$ cat src/rtl/uart_msg_sequencer.sv
// Sends a fixed MSG_LEN-byte message to a UART transmitter one byte at a time,
// paced by Tx_BUSY, with an inter-byte gap, ack timeout and optional looping.
module uart_msg_sequencer #(
    parameter int          MSG_LEN     = 4,
    parameter logic [63:0] MSG_DATA    = 64'hAA55CC89_00000000,
    parameter int          GAP_CYCLES  = 16,
    parameter int          ACK_TIMEOUT = 1024
) (
    input  logic       Clk,
    input  logic       reset,
    input  logic       start,
    input  logic       loop_en,
    input  logic       Tx_BUSY,
    output logic       Tx_EN,
    output logic       Tx_WR,
    output logic [7:0] Tx_DATA,
    output logic       seq_busy,
    output logic       seq_done,
    output logic       seq_error,
    output logic [2:0] byte_idx
);

    localparam int CNT_MAX = (ACK_TIMEOUT > GAP_CYCLES) ? ACK_TIMEOUT : GAP_CYCLES;
    localparam int CNT_W   = $clog2(CNT_MAX + 1);
    localparam logic [CNT_W-1:0] ACK_LAST = CNT_W'(ACK_TIMEOUT - 1);
    localparam logic [CNT_W-1:0] GAP_LAST = CNT_W'(GAP_CYCLES - 1);
    localparam logic [2:0]       IDX_LAST = 3'(MSG_LEN - 1);

    typedef enum logic [2:0] {
        IDLE,
        LOAD,
        WRITE,
        WAIT_ACK,
        WAIT_DONE,
        GAP,
        DONE,
        ERROR
    } state_t;

    state_t           state_reg, state_next;
    logic [2:0]       byte_idx_reg, byte_idx_next;
    logic [CNT_W-1:0] cnt_reg, cnt_next;
    logic [7:0]       msg_bytes [8];

    generate
        for (genvar gi = 0; gi < 8; gi++) begin : g_msg_bytes
            assign msg_bytes[gi] = MSG_DATA[63-8*gi -: 8];
        end
    endgenerate

    always_ff @(posedge Clk or posedge reset) begin
        if (reset) begin
            state_reg    <= IDLE;
            byte_idx_reg <= '0;
            cnt_reg      <= '0;
        end else begin
            state_reg    <= state_next;
            byte_idx_reg <= byte_idx_next;
            cnt_reg      <= cnt_next;
        end
    end

    always_comb begin
        state_next    = state_reg;
        byte_idx_next = byte_idx_reg;
        cnt_next      = cnt_reg;

        // Outputs decode straight from the state register so an async reset
        // drops them in the same cycle.
        Tx_EN     = 1'b0;
        Tx_WR     = 1'b0;
        Tx_DATA   = msg_bytes[byte_idx_reg];
        seq_busy  = 1'b0;
        seq_done  = 1'b0;
        seq_error = 1'b0;
        byte_idx  = byte_idx_reg;

        case (state_reg)
            IDLE: begin
                Tx_DATA  = 8'h00;
                cnt_next = '0;
                if (start) begin
                    state_next    = LOAD;
                    byte_idx_next = '0;
                end
            end
            LOAD: begin
                Tx_EN    = 1'b1;
                seq_busy = 1'b1;
                if (!Tx_BUSY) begin
                    state_next = WRITE;
                    cnt_next   = '0;
                end
            end
            WRITE: begin
                // The ack timeout starts counting on the write cycle itself.
                Tx_EN      = 1'b1;
                Tx_WR      = 1'b1;
                seq_busy   = 1'b1;
                cnt_next   = cnt_reg + 1'b1;
                state_next = WAIT_ACK;
            end
            WAIT_ACK: begin
                Tx_EN    = 1'b1;
                seq_busy = 1'b1;
                if (Tx_BUSY) begin
                    state_next = WAIT_DONE;
                end else if (cnt_reg >= ACK_LAST) begin
                    state_next = ERROR;
                end else begin
                    cnt_next = cnt_reg + 1'b1;
                end
            end
            WAIT_DONE: begin
                Tx_EN    = 1'b1;
                seq_busy = 1'b1;
                if (!Tx_BUSY) begin
                    state_next = GAP;
                    cnt_next   = '0;
                end
            end
            GAP: begin
                Tx_EN    = 1'b1;
                seq_busy = 1'b1;
                if (cnt_reg == GAP_LAST) begin
                    if (byte_idx_reg == IDX_LAST) begin
                        state_next = DONE;
                    end else begin
                        state_next    = LOAD;
                        byte_idx_next = byte_idx_reg + 3'd1;
                    end
                end else begin
                    cnt_next = cnt_reg + 1'b1;
                end
            end
            DONE: begin
                seq_done = 1'b1;
                if (loop_en) begin
                    state_next    = LOAD;
                    byte_idx_next = '0;
                end else begin
                    state_next = IDLE;
                end
            end
            ERROR: begin
                Tx_DATA   = 8'h00;
                seq_error = 1'b1;
                cnt_next  = '0;
                if (start) begin
                    state_next    = LOAD;
                    byte_idx_next = '0;
                end
            end
            default: begin
                state_next = IDLE;
            end
        endcase
    end

endmodule

$ cat config.mk
export PLATFORM = sky130hd
export DESIGN_NAME = uart_msg_sequencer
export DESIGN_NICKNAME = d
export VERILOG_FILES = /design/src/rtl/uart_msg_sequencer.sv
export SDC_FILE = /design/constraint.sdc
export NUM_CORES = 1
export LEC_CHECK = 0
export CORE_MARGIN = 2
export CORE_UTILIZATION = 45
export DETAILED_ROUTE_END_ITERATION = 10
export GPL_TIMING_DRIVEN = 0
export PLACE_DENSITY = 0.69
export SETUP_SLACK_MARGIN = 0.5
export SKIP_LAST_GASP = 1
export SYNTH_ARGS = -nofsm -noshare
export SYNTH_HDL_FRONTEND = slang
export SYNTH_SLANG_ARGS = --single-unit
export TNS_END_PERCENT = 100
$ cat constraint.sdc
create_clock -name Clk -period 2.68 [get_ports Clk]
set_input_delay 0.268 -clock Clk [delete_from_list [all_inputs] [get_ports Clk]]
set_output_delay 0.268 -clock Clk [all_outputs]
set_load 0.005 [all_outputs]
==> run metrics, run 1 <==
status completed; Cells after Synth ~150; post-route setup TNS 0 ps; Die H roughly 58 um; vias in the first global route between 1000 and 1500; crit path max fanout 4; combinational fraction of design power 0.713; CTS tree yes; Main synth FF type dfrtp_1; drt pass-1 iters 4; Routed Antenna Nets 0; Setup Skew ~2.3 ps; synthesized flop and latch total 17; HPWL after detailed placement 2.12 mm; Syn Nets approximately 160; largest net degree at the start of global routing 18; maximum VDD drop 0.000755 V; WL/cell roughly 14 um; clk slew on worst S/H paths about 90 ps; PortBufs 20; via/cell ratio 5.87; CTS Hold Buffers Added 0; max-cap violation count 0; site row count 19; synth unique cells 43; Worst Setup End Kind output port; clk root buf clkbuf_4; Max Clk Rate approximately 470 MHz; first-pass GRT wire length about 5 mm; fin crit share 0.796; overall power 1.83 mW; Remaining DRCs 0; sequential fraction of the synthesis area 0.329; async set-reset flop share out of synthesis 1.00; Post-synth EDFFs 0; initial antenna violation count 0; setup ws final roughly 550 ps; floorplan core area around 2700 um^2; fraction of layout cells with a size suffix above 1 0.200; CTS sink cnt 17; worst slew pin tran 648 ps; Final Max Tran Viols 0; max reg flops 11; post-synthesis area per instance 8.49 um^2; Startpoint Class flip-flop; Int Power around 1.1 mW; Finished Layout Cells around 210; clock share of power 0.074; Worst Path Required 2410 ps; # fillers about 250; Core Util, Final 0.608; Setup Crit Path Kind reg2out; pre-CTS setup slack approximately 560 ps; Layout area overhead 28.8%; initial drt markers 34; gr ovfl total 0; fin nets 192; routed vias between 1000 and 1500; CTS buffer count 3; Die X-Extent 57.6 um; H-tree levels 1; placer congestion estimate roughly 0.89; Critical Path AT approximately 1900 ps; Post-Route WL about 2.9 mm; synth warn 0; Hold Crit Class in2async; Flop pwr share 0.213; I/O pin total 21; Die ar. between 3000 and 4000 um^2; Power Dens Cells roughly 1100 nW/um^2; Leak slightly below 0.8 nW; Global Route Usage Sum 0.185; Sw Pwr about 0.76 mW; max_slew headroom 0.567; clk_lat worst skew 290 ps; Final Critical Period 2130 ps; # placed instances slightly above 200; Hold Fails Final Rpt 0; unrepaired setup endpoints after global routing yes; initial core utilization 0.472; Final setup viols 0; n_diodes 0; Switching Fraction 0.415; synthesized cell area approximately 1300 um^2; Max clock buf depth 2
[power by group through the flow]
stage                     logic [mW]  clock network, mW  registers (mW)
after floorplan                0.764                  0           0.375
after global placement          1.16                  0           0.382
after detailed placement        1.18                  0           0.388
after CTS                       1.26              0.140           0.384
after global routing            1.43              0.152           0.404
final                           1.30              0.136           0.389
[layer usage]
layer	up-vias	track usage	share of wire
met1	591	0.238	0.42
met2	42	0.326	0.51
met3	5	0.0136	0.060
met4	0	0.0598	0.014
li1	601	-	-
met5	-	0	0
[what timing repair did]
action / 4_1_cts / 5_1_grt
pin swaps: 1 / 2
setup buffers: 3 / 1
hold endpoints to repair: 0 / 0
setup endpoints to repair: 9 / 12
resized for setup: 11 / 10
[area by class of cell]
| class | count | area (um^2) | area share |
|---|---|---|---|
| flip-flops and latches | 17 | 425 | 0.256 |
| well taps | 31 | 38.8 | 0.0233 |
| plain buffers | 11 | 78.8 | 0.0474 |
| repair buffers | 24 | 236 | 0.142 |
| inverters | 9 | 33.8 | 0.0203 |
| clock buffers | 4 | 26.3 | 0.0158 |
| multi-input cells | 115 | 823 | 0.495 |
[synthesized netlist by cell type, types with 2 or more instances]
cell	n	area (um^2)
buf_4	4	30.0
mux2_1	2	22.5
nand2_1	13	48.8
inv_1	8	30.0
and2_1	3	18.8
a31oi_1	2	12.5
or2_2	2	12.5
nand3_1	6	30.0
nand2b_1	4	25.0
o22ai_1	4	25.0
o21a_1	3	22.5
o31ai_1	3	22.5
or3_1	2	12.5
nor3_1	8	40.0
dfrtp_1	17	425
mux2i_1	3	30.0
nor2_1	13	48.8
nor2b_1	3	18.8
a21oi_1	8	40.0
ha_1	6	75.1
o21ai_0	10	50.1
buf_2	4	20.0
o2bb2ai_1	2	17.5
and3_1	3	18.8
[worst paths after layout]
check	start	cells after the start	end	slack [ps]
worst max-delay path	state_reg[0]	5	Tx_DATA[2]	550
worst min-delay path	reset	2	byte_idx[1]	360
worst max register to register	cnt_reg[0]	7	byte_idx[1]	680
worst min register to register	cnt_reg[9]	1	cnt_reg[9]	520
max in group asynchronous	reset	2	cnt_reg[8]	1900
min in group Clk	cnt_reg[9]	1	cnt_reg[9]	520
[kinds of logic after synthesis]
group                    share of synthesized area
AND/OR/NAND/NOR                              0.247
flip-flops                                   0.329
XOR/XNOR                                   0.00678
buffers and inverters                       0.0795
multiplexers                                0.0407
AO/OA/AOI/OAI                                0.238
adder cells (fa/ha/maj)                     0.0581
[critical path, stage by stage, from the launching register on]
cell,delay [ps]
dfrtp_1,420
or3_4,410
nand2_4,100
nor2_2,40
and2_1,160
clkdlybuf4s50_1,440
[layout by cell type, fill, tap and decap left out, types with 4 or more instances in the layout]
cell	netlist	layout
o21ai_0	10	10
nor2_1	13	12
nand2b_1	4	4
ha_1	6	6
inv_1	8	8
o22ai_1	4	4
dfrtp_1	17	17
buf_4	4	9
nand3_1	6	5
a21oi_1	8	7
nand2_1	13	12
clkdlybuf4s50_1	0	16
nor3_1	8	5
[metrics by stage]
| stage | area (um^2) | hold WS, ps |
|---|---|---|
| after global routing | 1660 | 418 |
| after detailed placement | 1530 | 516 |
| after global placement | 1530 | 513 |
| final | 1660 | 359 |
| after floorplan | 1290 | 194 |
| after CTS | 1620 | 391 |
Note: power is estimated with default switching activity, not from simulation.
==> run 2, diff against run 1 <==
Settings changed: PLACE_DENSITY 0.69 to 0.72.
Clock period 2.68 ns to 1.95 ns, I/O delays scaled along.
==> run 2 against run 1 <==
Against the previous run: sequential share of layout area fell by 7.2 points; flip-flop and latch count did not move; final cell count rose by 25%; hold slack got worse by 55 ps; critical endpoint is now Tx_DATA[5]; highest routed layer unchanged.
==> run metrics, run 2 (synthesis results as in run 1) <==
Finished Layout Cells 263 (was 211); Int Power 2.31 mW (was 1.07 mW); Critical Path AT 1670 ps (was 1860 ps); CP peak stage delay 430 ps (was 440 ps); WL/cell 20.5 um (was 13.7 um); Worst Setup End Kind output port (unchanged); most used cell, CP buf_6; Max clock buf depth 2 (unchanged); Sw Pwr 1.69 mW (was 0.758 mW); pre-CTS setup slack -49.5 ps (was 561 ps); Die X-Extent 57.6 um (unchanged); PortBufs 20 (unchanged); most common cell after layout, fill and taps aside buf_4 (was dfrtp_1); fin nets 244 (was 192); Die ar. 3310 um^2 (unchanged); Global Route Usage Sum 0.268 (was 0.185); max_slew headroom 0.564 (was 0.567); Layout area overhead 83.5% (was 28.8%); Leak 1.07 nW (was 0.780 nW); floorplan core area 2730 um^2 (unchanged); most frequent cells in the layout buf_4 (43), buf_6 (27), nor2_1 (11) (was dfrtp_1 (17), clkdlybuf4s50_1 (16), nand2_1 (12), nor2_1 (12), o21ai_0 (10)); fraction of layout cells with a size suffix above 1 0.612 (was 0.200); fin crit share 0.956; initial antenna violation count 0 (unchanged); Die H 57.6 um (unchanged); Final setup viols 0 (unchanged); CTS sink cnt 17 (unchanged); Remaining DRCs 0 (unchanged); crit path max fanout 3 (was 4); initial core utilization 0.472 (unchanged); Hold Fails Final Rpt 0 (unchanged); setup ws final 85.4 ps (was 547 ps); Routed Antenna Nets 0 (unchanged); H-tree levels 1 (unchanged); HPWL after detailed placement 2.18 mm (was 2.12 mm); post-route setup TNS 0 ps (unchanged); initial drt markers 117 (was 34); vias in the first global route 1486 (was 1107); # placed instances 203 (unchanged); max reg flops 11 (unchanged); Switching Fraction 0.422 (was 0.415); dpl cell area 1590 um^2 (was 1530 um^2); Max Clk Rate 536 MHz; Final Instance Area 2370 um^2 (was 1660 um^2); site row count 19 (unchanged); via/cell ratio 5.95 (was 5.87); critical path's slowest cell or3_4 (was clkdlybuf4s50_1); Flop pwr share 0.134 (was 0.213); clk slew on worst S/H paths 90 ps (about the same); maximum VDD drop 0.00163 V (was 0.000755 V); CTS Hold Buffers Added 0 (unchanged); Final Max Tran Viols 0 (unchanged); gr ovfl total 0 (unchanged); Post-Route WL 5.39 mm (was 2.88 mm); unrepaired setup endpoints after global routing yes (unchanged); # fillers 123 (was 245); combinational fraction of design power 0.818 (was 0.713); Power Dens Cells 1690 nW/um^2 (was 1100 nW/um^2); clk root buf clkbuf_4 (unchanged); largest net degree at the start of global routing 18 (unchanged); Final Critical Period around 1900 ps; clock share of power 0.048 (was 0.074); CTS tree yes (unchanged); n_diodes 0 (unchanged); routed vias 1566 (was 1239); worst slew pin tran 653 ps (was 648 ps); clk_lat worst skew 300 ps (was 290 ps); Hold Crit Class in2async (unchanged); Sequential cell area 435 um^2 (was 425 um^2); CTS buffer count 3 (unchanged); I/O pin total 21 (unchanged); placer congestion estimate 0.848 (was 0.895); Worst Path Required 1750 ps (was 2410 ps); status completed (unchanged); CP Cell Sequence or3_4 > nand2_4 > nor2_4 > and2_4 > buf_6 > buf_6 (was or3_4 > nand2_4 > nor2_2 > and2_1 > clkdlybuf4s50_1); multi-input gate area in the final layout 1060 um^2 (was 823 um^2); Setup Skew 3.76 ps (was 2.31 ps); Startpoint Class flip-flop (unchanged); max-cap violation count 0 (unchanged); first-pass GRT wire length 6.96 mm (was 4.87 mm); Setup Crit Path Kind reg2out (unchanged); drt pass-1 iters 4 (unchanged)
[run 2: power by group through the flow]
| stage | Sequential (mW) | Combinational, mW | Clock, mW |
|---|---|---|---|
| 2_1_floorplan | 0.528 | 1.13 | 0 |
| 3_3_place_gp | 0.541 | 1.68 | 0 |
| 3_5_place_dp | 0.544 | 1.72 | 0 |
| 4_1_cts | 0.529 | 2.40 | 0.197 |
| 5_1_grt | 0.545 | 3.45 | 0.215 |
| 6_report | 0.535 | 3.27 | 0.192 |
[run 2: layer usage]
layer	vias to the layer above	wire, um	GRT usage
met5	-	0	0
met4	0	201	0.116
met3	21	304	0.0408
met2	77	2800	0.484
met1	765	2080	0.309
li1	703	-	-
[run 2: layout make-up]
cell class,count,share of cell area
well taps,31,0.0164
plain buffers,11,0.0523
clock buffers,4,0.0111
multi-input cells,115,0.447
repair buffers,76,0.273
inverters,9,0.0164
flip-flops and latches,17,0.184
[run 2: path summary, 6_finish.rpt]
kind	start	slack [ps]	cells past startpoint	end
hold / removal	reset	300	2	cnt_reg[7]
max in group asynchronous	reset	1190	2	cnt_reg[0]
setup / recovery	state_reg[0]	90	6	Tx_DATA[5]
setup reg to reg	state_reg[1]	100	7	cnt_reg[7]
hold reg to reg	cnt_reg[8]	580	1	cnt_reg[8]
min in group Clk	cnt_reg[8]	580	1	cnt_reg[8]
[run 2: repair_timing]
action | CTS | global route
endpoints found under the setup margin | 31 | 32
buffers inserted | 30 | 25
cloned | 1 | 0
resized for setup | 96 | 49
pin swaps | 13 | 22
[run 2: through the flow]
step | util | hold WS [ps] | power [mW]
6_report | 0.867 | 304 | 4.00
5_1_grt | 0.867 | 359 | 4.21
4_1_cts | 0.730 | 314 | 3.13
3_5_place_dp | 0.580 | 512 | 2.27
3_3_place_gp | 0.580 | 512 | 2.22
2_1_floorplan | - | 121 | 1.66
[run 2: critical path, delay by kind of cell, from the launching register on]
family / cells / cell delay [ps]
buf+inv: 2 / 200
flops: 1 / 420
simple gates: 4 / 740
==> run 3, diff against run 2 <==
Settings changed: SLEW_MARGIN set to 20.
==> results of run 3 <==
Same layout as run 2: the final DEF is identical, and so are final timing and power.
